$ cat config.mk
export PLATFORM = sky130hd
export DESIGN_NAME = run_ctrl
export DESIGN_NICKNAME = d
export VERILOG_FILES = /design/src/rtl/run_ctrl.sv
export SDC_FILE = /design/constraint.sdc
export NUM_CORES = 1
export LEC_CHECK = 0
export CAP_MARGIN = 25
export CORE_MARGIN = 3
export CORE_UTILIZATION = 40
export CTS_BUF_LIST = sky130_fd_sc_hd__clkbuf_2
export CTS_CLUSTER_DIAMETER = 120
export DETAILED_ROUTE_END_ITERATION = 7
export DONT_BUFFER_PORTS = 1
export GPL_ROUTABILITY_DRIVEN = 0
export PLACE_DENSITY = 0.64
export SETUP_SLACK_MARGIN = 0.5
export SYNTH_ARGS = -nofsm -noshare
export SYNTH_HDL_FRONTEND = slang
export SYNTH_SLANG_ARGS = --single-unit
export TNS_END_PERCENT = 1
$ cat constraint.sdc
create_clock -name clk -period 5.4 [get_ports clk]
set_input_delay 0.81 -clock clk [delete_from_list [all_inputs] [get_ports clk]]
set_output_delay 0.81 -clock clk [all_outputs]
set_load 0.01 [all_outputs]
$ cat src/rtl/run_ctrl.sv
// run_ctrl -- run/pause/step/halt sequencer for a pipelined core.
//
// Decides each cycle whether the pipeline may advance (go). Execution stops
// on a halt syscall, pauses on a pause syscall or a breakpoint hit, and can
// be single-stepped from a resume button. The button input is named `cont`
// because `continue` is a reserved word in SystemVerilog.
//
// Ports
//   clk          system clock, all state on rising edge
//   rst          synchronous active-high reset
//   cont         resume button level, already synchronous to clk
//   step_mode    1 = single-step, 0 = free run
//   bp_en        breakpoint enable
//   bp_addr      breakpoint byte address
//   pc           IF-stage program counter
//   syscall_wb   syscall present in WB
//   A_wb         syscall service code in WB
//   go           pipeline advance enable (combinational)
//   state        RUN=00 PAUSE=01 STEP=10 HALT=11
//   halted       state == HALT
//   paused       state == PAUSE
//   run_cycles   saturating count of go cycles
//   pause_count  wrapping count of RUN->PAUSE entries
//
// state | meaning
// ------+---------------------------------------------------------------
// RUN   | free running, go=1 unless an event stops the pipe this cycle
// PAUSE | stopped, waiting for a resume-button rising edge
// STEP  | one advance cycle, then back to PAUSE
// HALT  | terminal, only rst leaves it

module run_ctrl #(
    parameter logic [31:0] HALT_CODE  = 32'h0000_000A,
    parameter logic [31:0] PAUSE_CODE = 32'h0000_0032
) (
    input  logic        clk,
    input  logic        rst,
    input  logic        cont,
    input  logic        step_mode,
    input  logic        bp_en,
    input  logic [11:0] bp_addr,
    input  logic [11:0] pc,
    input  logic        syscall_wb,
    input  logic [31:0] A_wb,
    output logic        go,
    output logic [1:0]  state,
    output logic        halted,
    output logic        paused,
    output logic [31:0] run_cycles,
    output logic [7:0]  pause_count
);

    typedef enum logic [1:0] {
        RUN   = 2'b00,
        PAUSE = 2'b01,
        STEP  = 2'b10,
        HALT  = 2'b11
    } run_state_t;

    run_state_t state_q;
    run_state_t state_next;
    logic       cont_d;
    logic       resume_mask;
    logic       cont_edge;
    logic       halt_ev;
    logic       pause_ev;
    logic       bp_ev;

    assign cont_edge = cont & ~cont_d;
    assign halt_ev   = syscall_wb && (A_wb == HALT_CODE);
    // The mask lets the instruction that caused a pause (still sitting in WB
    // or still at the breakpoint PC) get past once after resuming.
    assign pause_ev  = syscall_wb && (A_wb == PAUSE_CODE) && !resume_mask;
    assign bp_ev     = bp_en && (pc == bp_addr) && !resume_mask;

    always_comb begin
        state_next = state_q;
        go         = 1'b0;
        unique case (state_q)
            RUN: begin
                if (halt_ev) begin
                    state_next = HALT;
                end else if (pause_ev || bp_ev) begin
                    state_next = PAUSE;
                end else begin
                    // step_mode raised while running: finish this cycle, then stop
                    go = 1'b1;
                    if (step_mode) begin
                        state_next = PAUSE;
                    end
                end
            end
            PAUSE: begin
                if (cont_edge) begin
                    state_next = step_mode ? STEP : RUN;
                end
            end
            STEP: begin
                if (halt_ev) begin
                    state_next = HALT;
                end else begin
                    go         = !(pause_ev || bp_ev);
                    state_next = PAUSE;
                end
            end
            HALT: begin
                state_next = HALT;
            end
            default: begin
                state_next = RUN;
            end
        endcase
        if (rst) begin
            go = 1'b0;
        end
    end

    always_ff @(posedge clk) begin
        if (rst) begin
            state_q     <= step_mode ? PAUSE : RUN;
            cont_d      <= 1'b0;
            resume_mask <= 1'b0;
            run_cycles  <= 32'd0;
            pause_count <= 8'd0;
        end else begin
            state_q <= state_next;
            cont_d  <= cont;

            if ((state_q == PAUSE) && (state_next != PAUSE)) begin
                resume_mask <= 1'b1;
            end else if (go) begin
                resume_mask <= 1'b0;
            end

            if (go && (run_cycles != 32'hFFFF_FFFF)) begin
                run_cycles <= run_cycles + 32'd1;
            end

            if ((state_q == RUN) && (state_next == PAUSE)) begin
                pause_count <= pause_count + 8'd1;
            end
        end
    end

    assign state  = state_q;
    assign halted = (state_q == HALT);
    assign paused = (state_q == PAUSE);

endmodule
After elaboration in Yosys (flattened, before gate mapping)
Index checks and enable logic that the tools add are counted.
{ "op_classes": {"bitwise": 2, "reduce_logical": 13, "muxes": 16, "n_eq_ne": 9, "add_sub_neg": 2} }
{ "op_table": {"columns": ["op", "n"], "rows": [
  ["$add 32x1->32 const B", 1],
  ["$eq 32x4->1 const B", 1],
  ["$eq 32x6->1 const B", 1],
  ["$ne 32x32->1 const B", 1],
  ["$mux 2", 7],
  ["$eq 12x12->1", 1],
  ["$add 8x1->8 const B", 1],
  ["$logic_and 1x1->1", 8],
  ["$pmux 2 s4", 1],
  ["$mux 1", 7],
  ["$eq 2x1->1 const B", 2],
  ["$eq 2x2->1 const B", 2],
  ["$logic_not 1->1", 2],
  ["$logic_not 2->1", 1],
  ["$ne 2x1->1 const B", 1],
  ["$pmux 1 s2", 1],
  ["$reduce_bool 2->1", 1],
  ["$and 1x1->1", 1],
  ["$logic_or 1x1->1", 1],
  ["$not 1->1", 1]
]} }
{ "totals": {"wordCells": 47, "regBits": 44, "in_bits": 62, "out_inout_bits": 45} }

Logic depth before layout (Yosys ltp)
Gate-level depths: netlist of run 1.
{ "depth": {"word_depth": 10, "mapped_depth": 9, "depth_no_buf": 8} }

Worst setup path after synthesis of run 1
OpenSTA, ideal clock, no wires.
{ "synth_timing": {"kind": "input-to-output", "start": "input A_wb[4]", "end": "output go", "t_required_ps": 4590, "path_slack_ps": 2601, "stages": 6, "path_buffers": 1, "t_arrival_ps": 1989, "path_cell_list": "nor2_1 -> and2_1 -> or2_1 -> a21oi_2 -> buf_2 -> nor3b_1"} }
{ "synth_via": {"elab_chain_cells": 8, "word_cells_on_any_way": 12, "cone_classes": "eq/ne (2); mux (5); reduce/logical (5)"} }
{ "synth_rtl": {"columns": ["item", "line_no", "source"], "rows": [
  ["from (decl)", "44", "input logic [31:0] A_wb,"],
  ["$eq 32x6->1", "73", "assign pause_ev = syscall_wb && (A_wb == PAUSE_CODE) && !resume_mask;"],
  ["$logic_and 1x1->1 (2 in a row)", "73", null],
  ["$logic_or 1x1->1", "83, 102", null],
  ["$mux 1 or $logic_not 1->1 (tied branches)", "83, 102", null],
  ["$mux 1 (on tied branches)", "81, 99", null],
  ["$pmux 1 s2 (*)", "79", "unique case (state_q)"],
  ["$mux 1 (*)", "113", "if (rst) begin"],
  ["to (decl)", "45", "output logic go,"]
]} }
Every way passes the cells marked *; elsewhere a longest branch is shown, timed or not.

Worst setup path in the final report of run 1
Ends and elaborated chain as after synthesis.

==> reports/metrics.cfg, run 1 <==
[timing]
layout_min_cycle_time_ps = 2880
grt_setup_unrepaired = false
fmax_mhz = 347
drv_slew = 0
relSlewSlack_pct = 47.0
tightest_slew_ps = 790
setup_tns_ps = 0
clock_skew_ps = 23.0
setup_viol = 0
final.setup.worst_slack_ps = 2520
finalHoldViolations = 0
fin_crit_sh_pct = 53.3

[drt]
drc_errors = 0
via_per_inst = 5.61
drt_iter0_markers = 96
wl_per_cell_um = 15.4
num_vias = 2036
wl_mm = 5.59
drtAntennaViolNets = 0
drt_pass1_iterations = 4

[clock_tree]
htreeDepth = 2
post_cts_buffers = 0
root_buffer = clkbuf_2
cts.sinks = 44
clk_path_buf_depth = 2
clk_pin_slew_ps = 220
post_cts_resized = 0
hold_buffers = 0
cts_tree = done
numCtsBuffers = 5
clk_latency_ps = 390

[final_layout]
instances_no_fill = 363
fillers = 567
layout.nets = 355
final_cell_mix = dfxtp_1, nor2_1, nand4_1
layout-drive-gt1-share_pct = 8.93
seq_area_um2 = 881
multi_input_comb_area_um2 = 1490
diodes = 0
area_delta_synth_final_pct = 5.20
layout_commonest_cell = dfxtp_1

[floorplanning]
die_w_um = 84.3
coreArea_um2 = 5710
dieArea_um2 = 7110
die_h_um = 84.3
initial_core_util_pct = 43.0
ios = 107
core.rowCount = 27

[pwr]
power.density_nw_per_um2 = 233
ir_drop_v = 0.0000998
power_uw = 601
p_leak_uw = 0.000878

[setup_path]
worstPathArrival_ps = 2070
crit_path_end_kind = primary output
worstSetupPathType = primary input to primary output
r2r_cells = 8
startpoint_type = primary input
critical_path.max_fanout = 24
required_ps = 4590

[logic_synthesis]
synth_seq_cells = 44
synth_top_flop_cell = dfxtp_1
ys_types = 46
netlist_area_um2 = 2450
synthArstFlopShare_pct = 0
synthesis.nets = 356
seq_area_frac_synth_pct = 35.9
yosys_warnings = 0
synth_cells = 292
synth_edf_count = 0
syn_area_per_cell_um2 = 8.40

[worst_hold_path]
min_path_cells = 1
holdCritPathClass = primary input to flip-flop

[grt]
use_met1_pct = 20.0
met2_usage_pct = 24.0
antenna_found_initial = 0
grt_usage_pct = 15.5
grt_use_met3_pct = 6.38
gr-max-usage-layer = met2
grt_max_degree = 48
grt_remaining_overflow = 0
grt_pass1_wl_mm = 9.23
grt_pass1_vias = 1902

[placed_design]
dp.cells = 356
place_hpwl_mm = 4.17
io_buffers = 0
dp_worst_setup_slack_ps = 2510

[run]
maxCapViolCount = 0

[status]
status = finished clean

## power breakdown
group	internal, µW	switching, µW	total (µW)
logic	17.6	19.4	37.0
registers	330	8.28	338
clock network	122	103	226
## area by class of cell
type / count / share of cell area, %
repair buffers: 2 / 0.582
inverters: 5 / 0.727
well taps: 72 / 3.49
clock inverters: 2 / 2.33
clock buffers: 5 / 0.969
multi-input cells: 233 / 57.8
flip-flops and latches: 44 / 34.1
## synthesized netlist by cell type (3+ instances only)
library cell | instances | area, µm²
or3_1 | 10 | 62.6
nor4_1 | 5 | 31.3
nor2_1 | 40 | 150
dfxtp_1 | 44 | 881
xnor2_1 | 14 | 123
o21ai_0 | 10 | 50.1
nand3_2 | 3 | 30.0
inv_1 | 5 | 18.8
nand3_1 | 20 | 100
clkbuf_1 | 5 | 18.8
nor3_1 | 5 | 25.0
nor2b_1 | 4 | 25.0
xor2_1 | 21 | 184
and4_1 | 4 | 35.0
nand2_1 | 15 | 56.3
nand4_1 | 22 | 138
a21oi_1 | 16 | 80.1
and2_1 | 6 | 37.5
buf_6 | 3 | 33.8
and3_1 | 7 | 43.8
## state kept, by name, summed over array words and instances (netlist names)
name and flops:
cont_d 1, run_cycles 32, resume_mask 1, pause_count 8, state 2
## per-layer routing
metal  wire length [µm]  vias up
met5                  0        -
met2               2600       42
met4                 26        0
li1                   -     1049
met1               2560      943
met3                402        2
## through the flow
stage	util [%]	area, µm²	hold slack [ps]
after floorplan	-	2450	471
after global placement	43.7	2500	511
after detailed placement	43.7	2500	510
after CTS	45.2	2580	398
after global routing	45.2	2580	366
final	45.2	2580	446
## worst max-delay path, cell delays in order
cell and delay, ps:
nor2_1 30, and2_1 150, or2_1 230, a21oi_2 150, buf_4 280, nor3b_1 420
## kinds of logic after synthesis
kind of cell / synth area share, %
muxes: 1.73
adders and majority gates: 1.02
buffers and inverters: 3.31
AOI/OAI and AO/OA: 7.45
and+or+nand+nor: 38.1
xor gates and xnor gates: 12.5
DFF: 35.9
## worst paths after layout
check | slack, ps | from | endpoint
worst max register to register | 2700 | run_cycles[0] | run_cycles[27]
worst min register to register | 540 | resume_mask | resume_mask
worst max-delay path | 2520 | A_wb[4] | go
worst min-delay path | 450 | rst | run_cycles[11]
(Power assumes the default switching activity.)
==> inputs of run 2 (changes only) <==
- PLACE_DENSITY: 0.64 -> 0.66
- clock period: 5.4 -> 2.5 ns (I/O delays scaled with it)
==> run 2 against run 1 <==
  * Sequential share of layout area is 0.91 points lower
  * Routed wire length is 10% higher
  * Critical endpoint unchanged
  * Global-route usage is 1.4 points higher
  * Critical path type is now flip-flop to primary output
==> reports/metrics.cfg, run 2 (synthesis results as in run 1) <==
[status]
status = finished clean

[final_layout]
fillers = 551  ; -2.8%
layout.nets = 375  ; +5.6%
instances_no_fill = 384  ; +5.8%
final_cell_mix = nor2_1, nand4_1, dfxtp_1
layout-drive-gt1-share_pct = 22.1  ; +13 points
regMostFlops = run_cycles
layout_commonest_cell = nor2_1
area_delta_synth_final_pct = 13.3
final_util_pct = 48.7  ; +3.5 points
diodes = 0  ; unchanged
seq_area_um2 = 923  ; +4.8%
largest_reg_flops = 32  ; unchanged
final_area_um2 = 2780  ; +7.7%
multi_input_comb_area_um2 = 1520  ; +1.9%

[grt]
grt_usage_pct = 16.9  ; +1.4 points
antenna_found_initial = 0  ; unchanged
grt_max_degree = 48  ; unchanged
grt_remaining_overflow = 0  ; unchanged
grt_pass1_wl_mm = 9.96  ; +8.0%
grt_pass1_vias = 2023  ; +6.4%

[setup_path]
worstSetupPathType = flip-flop to primary output
critical_path.max_fanout = 3  ; -88%
startpoint_type = flip-flop
worstPathArrival_ps = 1640  ; -430 ps
crit_path_end_kind = primary output
required_ps = 2120  ; -2470 ps

[timing]
drv_slew = 0  ; unchanged
grt_setup_unrepaired = true
fmax_mhz = 495
tightest_slew_ps = 807  ; +17.2 ps
final.setup.worst_slack_ps = 482  ; -2040 ps
layout_min_cycle_time_ps = 2020
clock_skew_ps = 6.65  ; -16.4 ps
setup_viol = 0  ; unchanged
finalHoldViolations = 0  ; unchanged
relSlewSlack_pct = 45.9  ; -1.2 points
setup_tns_ps = 0  ; unchanged
fin_crit_sh_pct = 80.7

[drt]
drc_errors = 0  ; unchanged
num_vias = 2175  ; +6.8%
wl_mm = 6.17  ; +10%
drt_iter0_markers = 129  ; +34%
via_per_inst = 5.66  ; +0.99%
drt_pass1_iterations = 4  ; unchanged
wl_per_cell_um = 16.1  ; +4.4%
drtAntennaViolNets = 0  ; unchanged

[clock_tree]
clk_pin_slew_ps = 220  ; about the same
clk_path_buf_depth = 2  ; unchanged
clk_latency_ps = 400  ; about the same
cts_tree = done
cts.sinks = 44  ; unchanged
htreeDepth = 2  ; unchanged
root_buffer = clkbuf_2
numCtsBuffers = 5  ; unchanged

[pwr]
p_leak_uw = 0.000983  ; +12%
ir_drop_v = 0.000171  ; +72%
power.density_nw_per_um2 = 408  ; +75%

[floorplanning]
dieArea_um2 = 7110  ; unchanged
die_w_um = 84.3  ; unchanged
die_h_um = 84.3  ; unchanged
coreArea_um2 = 5710  ; unchanged
initial_core_util_pct = 43.0  ; unchanged
core.rowCount = 27  ; unchanged
ios = 107  ; unchanged

[placed_design]
dp.cells = 363  ; +2.0%
post_dp_cell_area_um2 = 2550  ; +2.1%
place_hpwl_mm = 4.60  ; +10%
dp_worst_setup_slack_ps = 309  ; -2200 ps
io_buffers = 0  ; unchanged

[run]
maxCapViolCount = 0  ; unchanged

[worst_hold_path]
holdCritPathClass = primary input to flip-flop

[run 2: final cells by class]
type / instances / share of cell area (%)
clock inverters: 3 / 0.495
clock buffers: 5 / 0.900
flip-flops and latches: 44 / 33.2
repair buffers: 22 / 6.80
well taps: 72 / 3.24
inverters: 5 / 0.675
multi-input cells: 233 / 54.7
[run 2: metal layers]
layer / up-vias / routed length, µm / share of wire [%] / global-route usage [%]
li1: 1092 / - / - / -
met1: 1013 / 2740 / 44 / 22.4
met2: 65 / 2840 / 46 / 25.3
met4: 0 / 36 / 0.58 / 3.65
met3: 5 / 566 / 9.2 / 7.85
met5: - / 0 / 0 / 0
[run 2: metrics by stage]
stage               power (µW)  hold WS (ps)
detailed placement         830           450
global route              1200          92.5
global placement           829           450
finish                    1140           101
CTS                       1140         -35.7
floorplan                  824           471
[run 2: worst max-delay path, stage by stage (launching register included)]
cell and delay (ps):
dfxtp_2 380, nand3b_1 200, nor4_4 300, a21oi_4 50, nor3b_4 170, buf_4 140
[run 2: what timing repair did]
| action | CTS | global route |
|---|---|---|
| hold buffers | 3 | 1 |
| gates cloned | 0 | 0 |
| setup endpoints to repair | 14 | 26 |
| endpoints found under the hold margin | 40 | 37 |
| pin swaps | 4 | 3 |
| setup buffers | 6 | 3 |
| resized for setup | 22 | 13 |
[run 2: final timing paths]
path / start / end / slack (ps) / cells past startpoint
min reg2reg: run_cycles[4] / run_cycles[4] / 540 / 2
max reg2reg: run_cycles[0] / run_cycles[30] / 530 / 6
min: step_mode / state[0] / 100 / 2
max: resume_mask / go / 480 / 5
[run 2: power by group]
group	internal, µW	switching, µW
registers	707	14.0
logic	57.8	59.5
clock network	62.9	233
total	828	307
==> inputs of run 3 (changes only) <==
- PLACE_DENSITY: 0.66 -> 0.64
- clock period: 2.5 -> 1.91 ns (I/O delays scaled with it)
==> run 3 against run 2 <==
  * Largest power group unchanged
  * Critical endpoint unchanged
  * Non-clock buffer count is 33 higher
  * Die area stayed put
  * Total power is 43% higher
  * Critical path type unchanged
  * Largest cell class unchanged
  * Design area is 17% higher
  * The flow now finishes with violations (negative hold slack, negative setup slack)
==> reports/metrics.cfg, run 3 (synthesis results as in run 1) <==
[status]
status = complete, but fails checks
violations = negative hold slack, negative setup slack

[clock_tree]
numCtsBuffers = 5  ; unchanged
clk_latency_ps = 400  ; about the same
cts_tree = done
htreeDepth = 2  ; unchanged
clk_path_buf_depth = 2  ; unchanged
root_buffer = clkbuf_2
cts.sinks = 44  ; unchanged
clk_pin_slew_ps = 220  ; about the same
hold_buffers = 2  ; -1

[floorplanning]
core.rowCount = 27  ; unchanged
die_h_um = 84.3  ; unchanged
initial_core_util_pct = 43.0  ; unchanged
die_w_um = 84.3  ; unchanged
coreArea_um2 = 5710  ; unchanged
dieArea_um2 = 7110  ; unchanged
ios = 107  ; unchanged

[final_layout]
area_delta_synth_final_pct = 32.1
multi_input_comb_area_um2 = 1680  ; +11%
seq_area_um2 = 915  ; -0.95%
instances_no_fill = 417  ; +8.6%
final_util_pct = 56.8  ; +8.1 points
layout-drive-gt1-share_pct = 35.9  ; +14 points
regMostFlops = run_cycles
fillers = 518  ; -6.0%
layout.nets = 408  ; +8.8%
layout_commonest_cell = buf_4
largest_reg_flops = 32  ; unchanged
final_cell_mix = buf_4, nor2_1, nand4_1
diodes = 0  ; unchanged

[setup_path]
critical_path.max_fanout = 3  ; unchanged
worstPathArrival_ps = 1710  ; +70 ps
timing.rr.start = resume_mask
slowest_delay_ps = 390  ; about the same
required_ps = 1620  ; -500 ps
crit_family = simple AND/OR/NAND/NOR gates
crit_path_end = go
crit_chain = nor3_2, or2_1, a21oi_4, buf_12, nor3b_4, buf_4
startpoint_type = flip-flop
cp_slowest_cell = dfxtp_2
r2r_slack_ps = 20  ; -510 ps
cp.depth = 6  ; +1
worstSetupPathType = flip-flop to primary output
crit_start = resume_mask
r2r_end = run_cycles[24]
critical_path_buf_inv_count = 2  ; +1
crit_path_end_kind = primary output
r2r_cells = 8  ; +2

[grt]
grt_pass1_wl_mm = 10.9  ; +9.3%
grt_remaining_overflow = 0  ; unchanged
grt_pass1_vias = 2332  ; +15%
antenna_found_initial = 0  ; unchanged
grt_usage_pct = 18.6  ; +1.7 points
grt_max_degree = 48  ; unchanged

[timing]
grt_setup_unrepaired = true
drv_slew = 0  ; unchanged
clock_skew_ps = 14.5  ; +7.85 ps
tightest_slew_ps = 587  ; -221 ps
fmax_mhz = 502
relSlewSlack_pct = 60.9  ; +15 points
layout_min_cycle_time_ps = 1990
final.setup.worst_slack_ps = -83.5  ; -565 ps
setup_viol = 1  ; +1
hold_slack_ps = -93.5  ; -195 ps
finalHoldViolations = 39  ; +39
setup_tns_ps = -83.5  ; -83.5 ps
fin_crit_sh_pct = 104

[drt]
drt_pass1_iterations = 4  ; unchanged
drtAntennaViolNets = 0  ; unchanged
wl_per_cell_um = 16.0  ; -0.75%
num_vias = 2338  ; +7.5%
via_per_inst = 5.61  ; -1.0%
drc_errors = 0  ; unchanged
wl_mm = 6.65  ; +7.8%
drt_iter0_markers = 51  ; -60%

[placed_design]
place_hpwl_mm = 4.96  ; +7.9%
io_buffers = 0  ; unchanged
dp.cells = 404  ; +11%

[pwr]
p_leak_uw = 0.00121  ; +23%
seq_power_share_pct = 58.7  ; -4.9 points
p_clk_share_pct = 31.7  ; +5.6 points
combPwrFrac_pct = 9.7  ; -0.6 points
power.density_nw_per_um2 = 501  ; +23%
ir_drop_v = 0.000290  ; +70%
p_sw_uw = 397  ; +29%
internal_power_uw = 1230  ; +48%
p_sw_share_pct = 24.4  ; -2.6 points
power_uw = 1620  ; +43%

[run]
maxCapViolCount = 0  ; unchanged

[worst_hold_path]
holdCritPathClass = primary input to flip-flop

[run 3: changes by cell type in the layout (fill, tap and decap cells not counted), sizes merged]
cell	before	now
dlygate4sd3	3	2
bufbuf	0	1
clkinv	3	2
bufinv	0	1
buf	19	52
[run 3: timing repair]
item | in CTS | in global routing
gates resized for setup | 38 | 13
buffers inserted | 2 | 0
pin swaps | 68 | 24
hold endpoints to repair | 41 | 39
setup endpoints to repair | 43 | 44
gates cloned | 1 | 0
[run 3: routing by layer]
| layer | routed length (µm) | track usage, % | vias up |
|---|---|---|---|
| li1 | - | - | 1154 |
| met1 | 2540 | 19.9 | 1075 |
| met2 | 3470 | 35.2 | 96 |
| met3 | 497 | 4.42 | 13 |
| met4 | 147 | 6.43 | 0 |
| met5 | 0 | 0 | - |
[run 3: per-stage QoR]
step                cell area (µm²)  setup slack [ps]
global placement               2920              12.0
finish                         3240             -83.5
floorplan                      2490               118
detailed placement             2920             -7.92
global route                   3240              -215
CTS                            3210              -105
[run 3: worst min path at each step]
stage,start,endpoint,slack (ps),cells past startpoint
after floorplan,cont,cont_d,410,1
after global placement,rst,run_cycles[25],350,1
after detailed placement,rst,run_cycles[25],360,1
after CTS,rst,run_cycles[30],-130,1
after global routing,rst,run_cycles[30],-160,1
final,rst,run_cycles[25],-90,1
[run 3: layout make-up]
class	count	share of cell area [%]
inverters	5	0.579
repair buffers	55	14.7
flip-flops and latches	44	28.2
multi-input cells	233	51.8
clock inverters	3	1.16
well taps	72	2.78
clock buffers	5	0.772
[run 3: power groups by stage]
stage	sequential, µW	combinational, µW	clock [µW]
3_3_place_gp	969	131	0
3_5_place_dp	969	133	0
4_1_cts	952	151	540
6_report	953	157	514
2_1_floorplan	968	111	0
5_1_grt	955	174	574
[run 3: worst reg2reg max path: cells and delay by family (launching register included)]
kind            cells  cell delay (ps)
simple gates        4              840
flops               1              390
buf+inv             2              330
compound gates      2              300
